### config.mk
export PLATFORM = sky130hd
export DESIGN_NAME = mem_cycle_gen_flat
export DESIGN_NICKNAME = d
export VERILOG_FILES = /design/src/rtl/mem_cycle_gen_pkg.sv /design/src/rtl/mem_cycle_gen_if.sv /design/src/rtl/mem_cycle_gen_byte_lane.sv /design/src/rtl/mem_cycle_gen.sv /design/src/flat_wrapper.sv
export SDC_FILE = /design/constraint.sdc
export NUM_CORES = 1
export LEC_CHECK = 0
export ABC_AREA = 0
export BUFFER_PORTS_ARGS = -buffer_cell sky130_fd_sc_hd__buf_4
export CAP_MARGIN = 20
export CORE_MARGIN = 5
export CORE_UTILIZATION = 50
export CTS_BUF_LIST = sky130_fd_sc_hd__clkbuf_16
export DETAILED_ROUTE_END_ITERATION = 12
export PLACE_DENSITY = 0.76
export REMOVE_ABC_BUFFERS = 1
export SLEW_MARGIN = 20
export SYNTH_ARGS = -nofsm -noshare
export SYNTH_HDL_FRONTEND = slang
export SYNTH_SLANG_ARGS = --single-unit
### constraint.sdc
create_clock -name clk -period 2 [get_ports clk]
set_input_delay 0.2 -clock clk [delete_from_list [all_inputs] [get_ports clk]]
set_output_delay 0.2 -clock clk [all_outputs]
set_load 0.1 [all_outputs]
### src/rtl/mem_cycle_gen_pkg.sv
// Shared types and width helpers for the byte-serial memory cycle generator.
package mem_cycle_pkg;

   typedef enum logic [2:0] {
      ST_IDLE,
      ST_SETUP,
      ST_STROBE,
      ST_HOLD,
      ST_DONE
   } state_t;

   // Wide enough for WAIT_STATES up to 15.
   localparam int WAIT_W = 4;

   function automatic int calc_bytes(int word_w, int data_w);
      return word_w / data_w;
   endfunction

   function automatic int calc_sel_w(int word_w, int data_w);
      return $clog2(word_w / data_w);
   endfunction

endpackage

### src/rtl/mem_cycle_gen_if.sv
// Request side and narrow memory bus of the cycle generator, bundled as one interface.
interface mem_cycle_gen_if #(
   parameter int DATA_W = 8,
   parameter int WORD_W = 16,
   parameter int ADDR_W = 15
);
   localparam int SEL_W = $clog2(WORD_W / DATA_W);

   logic              req;
   logic              rnw;
   logic [ADDR_W-1:0] addr;
   logic [WORD_W-1:0] wdata;
   logic              done;
   logic [WORD_W-1:0] rdata;
   logic              busy;
   logic [ADDR_W-1:0] mem_addr;
   logic [SEL_W-1:0]  byte_sel;
   logic              memen;
   logic              we;
   logic              dbin;
   logic              ready;
   logic [DATA_W-1:0] data_out;
   logic              data_oe;
   logic [DATA_W-1:0] data_in;

   modport slave (
      input  req, rnw, addr, wdata, ready, data_in,
      output done, rdata, busy, mem_addr, byte_sel, memen, we, dbin, data_out, data_oe
   );

   modport master (
      output req, rnw, addr, wdata, ready, data_in,
      input  done, rdata, busy, mem_addr, byte_sel, memen, we, dbin, data_out, data_oe
   );
endinterface

### src/rtl/mem_cycle_gen_byte_lane.sv
// Lane select for write data and lane insert for read data; lane k is word slice (BYTES-1-k).
module mem_byte_lane #(
   parameter int DATA_W = 8,
   parameter int WORD_W = 16,
   parameter int SEL_W  = 1
) (
   input  logic [SEL_W-1:0]  wsel,
   input  logic [WORD_W-1:0] wword,
   output logic [DATA_W-1:0] wlane,
   input  logic [SEL_W-1:0]  rsel,
   input  logic [WORD_W-1:0] rword,
   input  logic [DATA_W-1:0] din,
   output logic [WORD_W-1:0] rword_ins
);
   localparam int BYTES = WORD_W / DATA_W;

   always_comb begin
      wlane     = '0;
      rword_ins = rword;
      for (int k = 0; k < BYTES; k++) begin
         if (wsel == SEL_W'(k)) wlane = wword[(BYTES-1-k)*DATA_W +: DATA_W];
         if (rsel == SEL_W'(k)) rword_ins[(BYTES-1-k)*DATA_W +: DATA_W] = din;
      end
   end
endmodule

### src/rtl/mem_cycle_gen.sv
// Converts one word read/write request into LSB-first byte cycles with wait states.
module mem_cycle_gen
   import mem_cycle_pkg::*;
#(
   parameter int DATA_W      = 8,
   parameter int WORD_W      = 16,
   parameter int ADDR_W      = 15,
   parameter int WAIT_STATES = 0
) (
   input logic            clk,
   input logic            rst_n,
   mem_cycle_gen_if.slave bus
);
   localparam int BYTES = calc_bytes(WORD_W, DATA_W);
   localparam int SEL_W = calc_sel_w(WORD_W, DATA_W);

   state_t              state_q, state_d;
   logic                rnw_q, rnw_d;
   logic [ADDR_W-1:0]   addr_q, addr_d;
   logic [WORD_W-1:0]   wdata_q, wdata_d;
   logic [SEL_W-1:0]    cnt_q, cnt_d;
   logic [WAIT_W-1:0]   wait_q, wait_d;
   logic [WORD_W-1:0]   rbuf_q, rbuf_d;
   logic [WORD_W-1:0]   rdata_q, rdata_d;
   logic                done_q, done_d;
   logic                busy_q, busy_d;
   logic                memen_q, memen_d;
   logic                we_q, we_d;
   logic                dbin_q, dbin_d;
   logic                data_oe_q, data_oe_d;
   logic [DATA_W-1:0]   data_out_q, data_out_d;
   logic [DATA_W-1:0]   lane_w;
   logic [WORD_W-1:0]   rbuf_ins;
   logic                active;

   // Write lane is picked from next-cycle values so data_out lands with its SETUP.
   mem_byte_lane #(
      .DATA_W(DATA_W),
      .WORD_W(WORD_W),
      .SEL_W (SEL_W)
   ) u_lane (
      .wsel     (cnt_d),
      .wword    (wdata_d),
      .wlane    (lane_w),
      .rsel     (cnt_q),
      .rword    (rbuf_q),
      .din      (bus.data_in),
      .rword_ins(rbuf_ins)
   );

   always_ff @(posedge clk or negedge rst_n) begin
      if (!rst_n) begin
         state_q    <= ST_IDLE;
         rnw_q      <= 1'b0;
         addr_q     <= '0;
         wdata_q    <= '0;
         cnt_q      <= '0;
         wait_q     <= '0;
         rbuf_q     <= '0;
         rdata_q    <= '0;
         done_q     <= 1'b0;
         busy_q     <= 1'b0;
         memen_q    <= 1'b1;
         we_q       <= 1'b1;
         dbin_q     <= 1'b0;
         data_oe_q  <= 1'b0;
         data_out_q <= '0;
      end else begin
         state_q    <= state_d;
         rnw_q      <= rnw_d;
         addr_q     <= addr_d;
         wdata_q    <= wdata_d;
         cnt_q      <= cnt_d;
         wait_q     <= wait_d;
         rbuf_q     <= rbuf_d;
         rdata_q    <= rdata_d;
         done_q     <= done_d;
         busy_q     <= busy_d;
         memen_q    <= memen_d;
         we_q       <= we_d;
         dbin_q     <= dbin_d;
         data_oe_q  <= data_oe_d;
         data_out_q <= data_out_d;
      end
   end

   always_comb begin
      state_d = state_q;
      rnw_d   = rnw_q;
      addr_d  = addr_q;
      wdata_d = wdata_q;
      cnt_d   = cnt_q;
      wait_d  = wait_q;
      rbuf_d  = rbuf_q;
      unique case (state_q)
         ST_IDLE: begin
            if (bus.req) begin
               rnw_d   = bus.rnw;
               addr_d  = bus.addr;
               wdata_d = bus.wdata;
               cnt_d   = SEL_W'(BYTES - 1);
               state_d = ST_SETUP;
            end
         end
         ST_SETUP: begin
            wait_d  = WAIT_W'(WAIT_STATES);
            state_d = ST_STROBE;
         end
         ST_STROBE: begin
            // ready only matters once the programmed waits have run out
            if (wait_q != '0) begin
               wait_d = wait_q - WAIT_W'(1);
            end else if (bus.ready) begin
               if (rnw_q) rbuf_d = rbuf_ins;
               state_d = ST_HOLD;
            end
         end
         ST_HOLD: begin
            if (cnt_q == '0) begin
               state_d = ST_DONE;
            end else begin
               cnt_d   = cnt_q - SEL_W'(1);
               state_d = ST_SETUP;
            end
         end
         ST_DONE:  state_d = ST_IDLE;
         default:  state_d = ST_IDLE;
      endcase
   end

   // Outputs are decoded from next-state values and registered.
   always_comb begin
      active     = (state_d == ST_SETUP) || (state_d == ST_STROBE) || (state_d == ST_HOLD);
      busy_d     = (state_d != ST_IDLE);
      memen_d    = !active;
      we_d       = !((state_d == ST_STROBE) && !rnw_d);
      dbin_d     = (state_d == ST_STROBE) && rnw_d;
      data_oe_d  = active && !rnw_d;
      data_out_d = data_oe_d ? lane_w : '0;
      done_d     = (state_d == ST_DONE);
      rdata_d    = ((state_d == ST_DONE) && rnw_q) ? rbuf_q : rdata_q;
   end

   assign bus.done     = done_q;
   assign bus.rdata    = rdata_q;
   assign bus.busy     = busy_q;
   assign bus.mem_addr = addr_q;
   assign bus.byte_sel = cnt_q;
   assign bus.memen    = memen_q;
   assign bus.we       = we_q;
   assign bus.dbin     = dbin_q;
   assign bus.data_oe  = data_oe_q;
   assign bus.data_out = data_out_q;
endmodule

### src/flat_wrapper.sv
// flat-port wrapper written by rule: the top's interface ports become plain ports
module mem_cycle_gen_flat import mem_cycle_pkg::*;
#(
   parameter int DATA_W      = 8,
   parameter int WORD_W      = 16,
   parameter int ADDR_W      = 15,
   parameter int WAIT_STATES = 0
)
  (clk, rst_n, bus_req, bus_rnw, bus_addr, bus_wdata, bus_ready, bus_data_in, bus_done, bus_rdata, bus_busy, bus_mem_addr, bus_byte_sel, bus_memen, bus_we, bus_dbin, bus_data_out, bus_data_oe);
  mem_cycle_gen_if #(.DATA_W(DATA_W), .WORD_W(WORD_W), .ADDR_W(ADDR_W)) bus_i ();
  input logic clk;
  input logic rst_n;
  input wire logic [$bits(bus_i.req)-1:0] bus_req;
  input wire logic [$bits(bus_i.rnw)-1:0] bus_rnw;
  input wire logic [$bits(bus_i.addr)-1:0] bus_addr;
  input wire logic [$bits(bus_i.wdata)-1:0] bus_wdata;
  input wire logic [$bits(bus_i.ready)-1:0] bus_ready;
  input wire logic [$bits(bus_i.data_in)-1:0] bus_data_in;
  output wire logic [$bits(bus_i.done)-1:0] bus_done;
  output wire logic [$bits(bus_i.rdata)-1:0] bus_rdata;
  output wire logic [$bits(bus_i.busy)-1:0] bus_busy;
  output wire logic [$bits(bus_i.mem_addr)-1:0] bus_mem_addr;
  output wire logic [$bits(bus_i.byte_sel)-1:0] bus_byte_sel;
  output wire logic [$bits(bus_i.memen)-1:0] bus_memen;
  output wire logic [$bits(bus_i.we)-1:0] bus_we;
  output wire logic [$bits(bus_i.dbin)-1:0] bus_dbin;
  output wire logic [$bits(bus_i.data_out)-1:0] bus_data_out;
  output wire logic [$bits(bus_i.data_oe)-1:0] bus_data_oe;
  assign bus_i.req = bus_req;
  assign bus_i.rnw = bus_rnw;
  assign bus_i.addr = bus_addr;
  assign bus_i.wdata = bus_wdata;
  assign bus_i.ready = bus_ready;
  assign bus_i.data_in = bus_data_in;
  assign bus_done = bus_i.done;
  assign bus_rdata = bus_i.rdata;
  assign bus_busy = bus_i.busy;
  assign bus_mem_addr = bus_i.mem_addr;
  assign bus_byte_sel = bus_i.byte_sel;
  assign bus_memen = bus_i.memen;
  assign bus_we = bus_i.we;
  assign bus_dbin = bus_i.dbin;
  assign bus_data_out = bus_i.data_out;
  assign bus_data_oe = bus_i.data_oe;
  mem_cycle_gen #(.DATA_W(DATA_W), .WORD_W(WORD_W), .ADDR_W(ADDR_W), .WAIT_STATES(WAIT_STATES)) u_core (.clk(clk), .rst_n(rst_n), .bus(bus_i));
endmodule
* Word level (Yosys, flattened, before mapping) *
Cells that the tools add are included.

word-level totals
  flip-flop bits (word level) = 86
  bits of input ports = 44
  word-level logic and storage cells = 61

operators by class
  add/subtract/negate cells = 2
  equality and inequality tests = 8
  muxes and demuxes = 16
  bitwise operators = 2
  reductions and logical operators = 17

operators by type and width
  cell                                              number
  2-to-1 mux 16 bit                                 2
  2-to-1 mux 8 bit                                  2
  == test 3 x 2 -> 1 bit, second input constant     4
  2-to-1 mux 3 bit                                  4
  one-hot mux 3 bit (4 select lines)                1
  AND reduction 5 bit                               2
  one-hot mux 4 bit (2 select lines)                1
  == test 3 x 1 -> 1 bit, second input constant     2
  logical AND 1 bit                                 4
  2-to-1 mux 1 bit                                  4
  2-to-1 mux 4 bit                                  1
  AND reduction 2 bit                               2
  nonzero test 4 bit                                1
  subtractor 4 x 1 -> 4 bit, second input constant  1
  == test 3 bit, second input constant              1
  zero test 1 bit                                   3
  zero test 3 bit                                   1
  nonzero test 3 bit                                1
  logical OR 1 bit                                  2
  != test 2 x 1 -> 1 bit, second input constant     1
  inverter 1 bit                                    2
  one-hot mux 1 bit (2 select lines)                1
  nonzero test 2 bit                                1
  subtractor 1 bit, second input constant           1

* Depth between registers and ports, before layout *
  depth after elaboration = 8
  depth in mapped cells = 6

* Modules after synthesis *
Synthesis repeated with hierarchy kept, for this count alone.

second synthesis, totals
  cell total of the unflattened synthesis = 256
  area, all modules = 3777.4 µm²

modules (own cells, without submodules)
  module         times used  cells each  area each (µm²)  seq. area each (µm²)
  mem_cycle_gen  1           229         3433.3           2154.6
  mem_byte_lane  1           27          344.1            0.0

* Worst setup path before layout *
Ideal clock, no wire load.

  path type = reg2reg
  start = reg u_core.cnt_q, in the netlist u_core.bus.byte_sel
  end = reg u_core.rbuf_q[0]
  library setup time = 125 ps
  arrival time = 2040 ps
  setup slack = -165 ps
  cell stages (with the launch flop) = 5
  path buffers = 1
  period minus slack after synthesis = 2165 ps
  cells stage by stage = dfrtp_1 -> clkbuf_2 -> inv_1 -> nor3_4 -> mux2_2

on the way
  word-level cells in the longest chain between the ends = 1

ends and longest elaborated chain
  element                               line                 text
  start, declared                       mem_cycle_gen.sv:21  logic [SEL_W-1:0] cnt_q, cnt_d;
  start signal, assigned                mem_cycle_gen.sv:73  cnt_q <= cnt_d;
  AND reduction 5 bit (no source line)  n/a
  end signal, assigned                  mem_cycle_gen.sv:75  rbuf_q <= rbuf_d;
  end, declared                         mem_cycle_gen.sv:23  logic [WORD_W-1:0] rbuf_q, rbuf_d;

Every way passes these cells.
A chain may end at the register's enable or synchronous reset.

* Final worst setup path *
  start = reg u_core.wait_q[0]
  end = reg u_core.rbuf_q[3]

on the way
  word-level cells in the longest chain between the ends = 3

ends and longest elaborated chain
  element                               line                  text
  start, declared                       mem_cycle_gen.sv:22   logic [WAIT_W-1:0] wait_q, wait_d;
  start signal, assigned                mem_cycle_gen.sv:74   wait_q <= wait_d;
  nonzero test 4 bit                    mem_cycle_gen.sv:111  if (wait_q != '0) begin
  inverter 1 bit (no source line)       n/a
  AND reduction 5 bit (no source line)  n/a

Every way passes these cells.

==> flow_metrics.env <==
export IMPL_cp_slowest_cell="dfrtp_1"
export IMPL_cts_buffers=9
export IMPL_critPathKind="reg -> reg"
export IMPL_rsz0062_at_grt="yes"
export IMPL_grt_pass1_vias=2328
export IMPL_crit_buf_inv=2
export IMPL_grt_max_degree=46
export IMPL_start_util_pct=51.1
export IMPL_seq_area_frac_synth_pct=62.3
export IMPL_clkLatencyLatePin_ps=330
export IMPL_drtIter0Drc=88
export IMPL_drc=0
export IMPL_min_path_type="in -> reg"
export IMPL_fmax_mhz=510
export IMPL_avgSynthCellArea_um2=15.0
export IMPL_placed_area_mm2=0.00427
export IMPL_required_ps=2210
export IMPL_maxCapViolCount=0
export IMPL_antenna_found_initial=0
export IMPL_synth_top_area_share_pct=60.8
export IMPL_timing_rr_start="u_core.wait_q[0]$_DFFE_PN0P_"
export IMPL_core_area_mm2=0.00676
export IMPL_cp_top_family="simple AND/OR/NAND/NOR gates"
export IMPL_clk_path_buf_depth=2
export IMPL_fp_row_count=30
export IMPL_die_w_um=93.1
export IMPL_worst_slew_pin_slew_ps=627
export IMPL_whs_path_depth=2
export IMPL_synth_area_leaders="dfrtp_1 61%, mux2_2 20%, mux2i_1 2.6%"
export IMPL_post_route_period_util_pct=98.1
export IMPL_hp_start="bus_addr[3]"
export IMPL_synth_area_mm2=0.00346
export IMPL_vias=2206
export IMPL_slowest_delay_ps=420
export IMPL_fin_crit_ps=1960
export IMPL_via_per_inst=5.17
export IMPL_cp_end_kind="register"
export IMPL_drive_gt1_share_pct=56.5
export IMPL_cp_max_fo=8
export IMPL_grt_use_total_pct=17.2
export IMPL_synth_top_cell_by_area="dfrtp_1"
export IMPL_dp_hpwl_um=5120
export IMPL_syn2layout_area_growth_pct=34.5
export IMPL_final_common_cell="buf_4"
export IMPL_syn_inst=231
export IMPL_root_buffer="clkbuf_16"
export IMPL_place_inst=404
export IMPL_fin_setup_tns_ps=0
export IMPL_mostFrequentLayoutCells="105 x buf_4, 84 x dfrtp_1, 57 x mux2_2, 11 x inv_1"
export IMPL_worstPathCellList="inv_1 > ha_2 > nor3b_4 > nand3_4 > nor3_4 > buf_12 > mux2_2"
export IMPL_cp_arrival_ps=2170
export IMPL_skew_ps=5.28
export IMPL_setup_viol=0
export IMPL_fill_cells=481
export IMPL_fin_nets=387
export IMPL_finalMaxSlewViolations=0
export IMPL_fin_cells=427
export IMPL_holdPathEnd="u_core.bus.mem_addr[3]$_DFFE_PN0P_"
export IMPL_drtAntennaViolNets=0
export IMPL_cts_reportedPaths_clkPinSlew_ps=60
export IMPL_r2r_cells=7
export IMPL_hold_violations=0
export IMPL_place_congestion=0.758
export IMPL_insertedDiodeCount=0
export IMPL_yosys_register_bits=86
export IMPL_final_area_mm2=0.00465
export IMPL_drt_first_pass_iters=4
export IMPL_startpoint_type="register"
export IMPL_die_area_mm2=0.00867
export IMPL_portBuffers=89
export IMPL_status="completed"
export IMPL_cts_tree="built"
export IMPL_grt_ovfl_total=0
export IMPL_cts_sinks=86
export IMPL_r2r_end="u_core.rbuf_q[3]$_DFFE_PN0P_"
export IMPL_die_h_um=93.1
export IMPL_io_pins=90
export IMPL_ys_types=38
export IMPL_r2r_setup_slack_ps=40
export IMPL_synth_warnings=0
export IMPL_drt_wl_total_um=7060
export IMPL_grt_pass1_wl_um=11600
export IMPL_htreeDepth=3
export IMPL_routedWlPerCell_um=16.5
export IMPL_timing_slew_headroom_pct=58.0
==> per-layer routing <==
layer / wire (µm) / up-vias / global-route usage [%]
li1: - / 1029 / -
met1: 3010 / 1076 / 22.1
met2: 3360 / 87 / 26.3
met3: 547 / 14 / 5.23
met4: 139 / 0 / 9.16
met5: 0 / - / 0
==> cell type report <==
class,instances,area (µm²),share of cell area [%]
Clock buffer,9,225,4.85
Clock inverter,7,58.8,1.27
Inverter,9,33.8,0.727
Multi-Input combinational cell,127,1230,26.4
Sequential cell,86,2150,46.4
Tap cell,80,100,2.15
Timing Repair Buffer,109,850,18.3
==> registers in the layout (all words and copies together), names as in the netlist, 3 cells and up <==
register / count
u_core.bus.rdata: 16
u_core.rbuf_q: 16
u_core.wdata_q: 16
u_core.bus.mem_addr: 15
u_core.bus.data_out: 8
u_core.wait_q: 4
u_core.state_q: 3
==> synth_stat cells (all sizes together) <==
master / instances
a211o: 1
a211oi: 1
a21oi: 7
a22o: 1
a311oi: 2
and2: 1
and2b: 1
and4b: 1
buf: 8
clkbuf: 1
dfrtp: 84
dfstp: 2
ha: 1
inv: 9
mux2: 63
mux2i: 9
nand2: 7
nand2b: 3
nand3: 1
nor2: 8
nor2b: 1
nor3: 6
nor3b: 1
nor4: 1
nor4b: 1
o21a: 1
o21ai: 5
o2bb2ai: 1
o32ai: 1
or2: 1
or3: 1
==> cell families after synthesis <==
family                     Yosys count  synth area share (%)
AOI/OAI and AO/OA                   20                  3.69
muxes                               72                  23.2
buffers and inverters               18                  3.04
DFF                                 86                  62.3
and+or+nand+nor                     34                  7.31
adders and majority gates            1                 0.362
==> worst max-delay path by stage <==
stage	cells after the start	to	slack [ps]	from
2_1_floorplan	4	u_core.bus.data_out[0]$_DFF_PN0_	-660	u_core.state_q[1]$_DFF_PN0_
6_report	7	u_core.rbuf_q[3]$_DFFE_PN0P_	40	u_core.wait_q[0]$_DFFE_PN0P_
4_1_cts	7	u_core.rbuf_q[9]$_DFFE_PN0P_	20	u_core.wait_q[0]$_DFFE_PN0P_
5_1_grt	7	u_core.rbuf_q[3]$_DFFE_PN0P_	-10	u_core.wait_q[0]$_DFFE_PN0P_
3_3_place_gp	6	u_core.rbuf_q[12]$_DFFE_PN0P_	40	u_core.wait_q[0]$_DFFE_PN0P_
3_5_place_dp	6	u_core.rbuf_q[9]$_DFFE_PN0P_	-60	u_core.wait_q[0]$_DFFE_PN0P_
==> repair_timing <==
action                                  in CTS  in global routing
gates resized for setup                      0                  7
pin swaps                                    1                  2
endpoints found under the hold margin       40                  0
hold buffers                                 1                  0
endpoints found under the setup margin       8                 18
buffers inserted                             1                  5
==> metrics by stage <==
| stage | util (%) | setup slack (ps) | hold slack [ps] |
|---|---|---|---|
| 4_1_cts | 67.8 | 20.0 | 84.1 |
| 3_3_place_gp | 63.2 | 41.2 | 224 |
| 3_5_place_dp | 63.2 | -56.8 | 228 |
| 5_1_grt | 68.8 | -10.8 | 95.6 |
| 6_report | 68.8 | 38.7 | 97.9 |
| 2_1_floorplan | - | -661 | -95.6 |
Power is left out: the tool's default activity adds up to more than one toggle a clock period on the data nets, which glitch-free logic cannot reach.
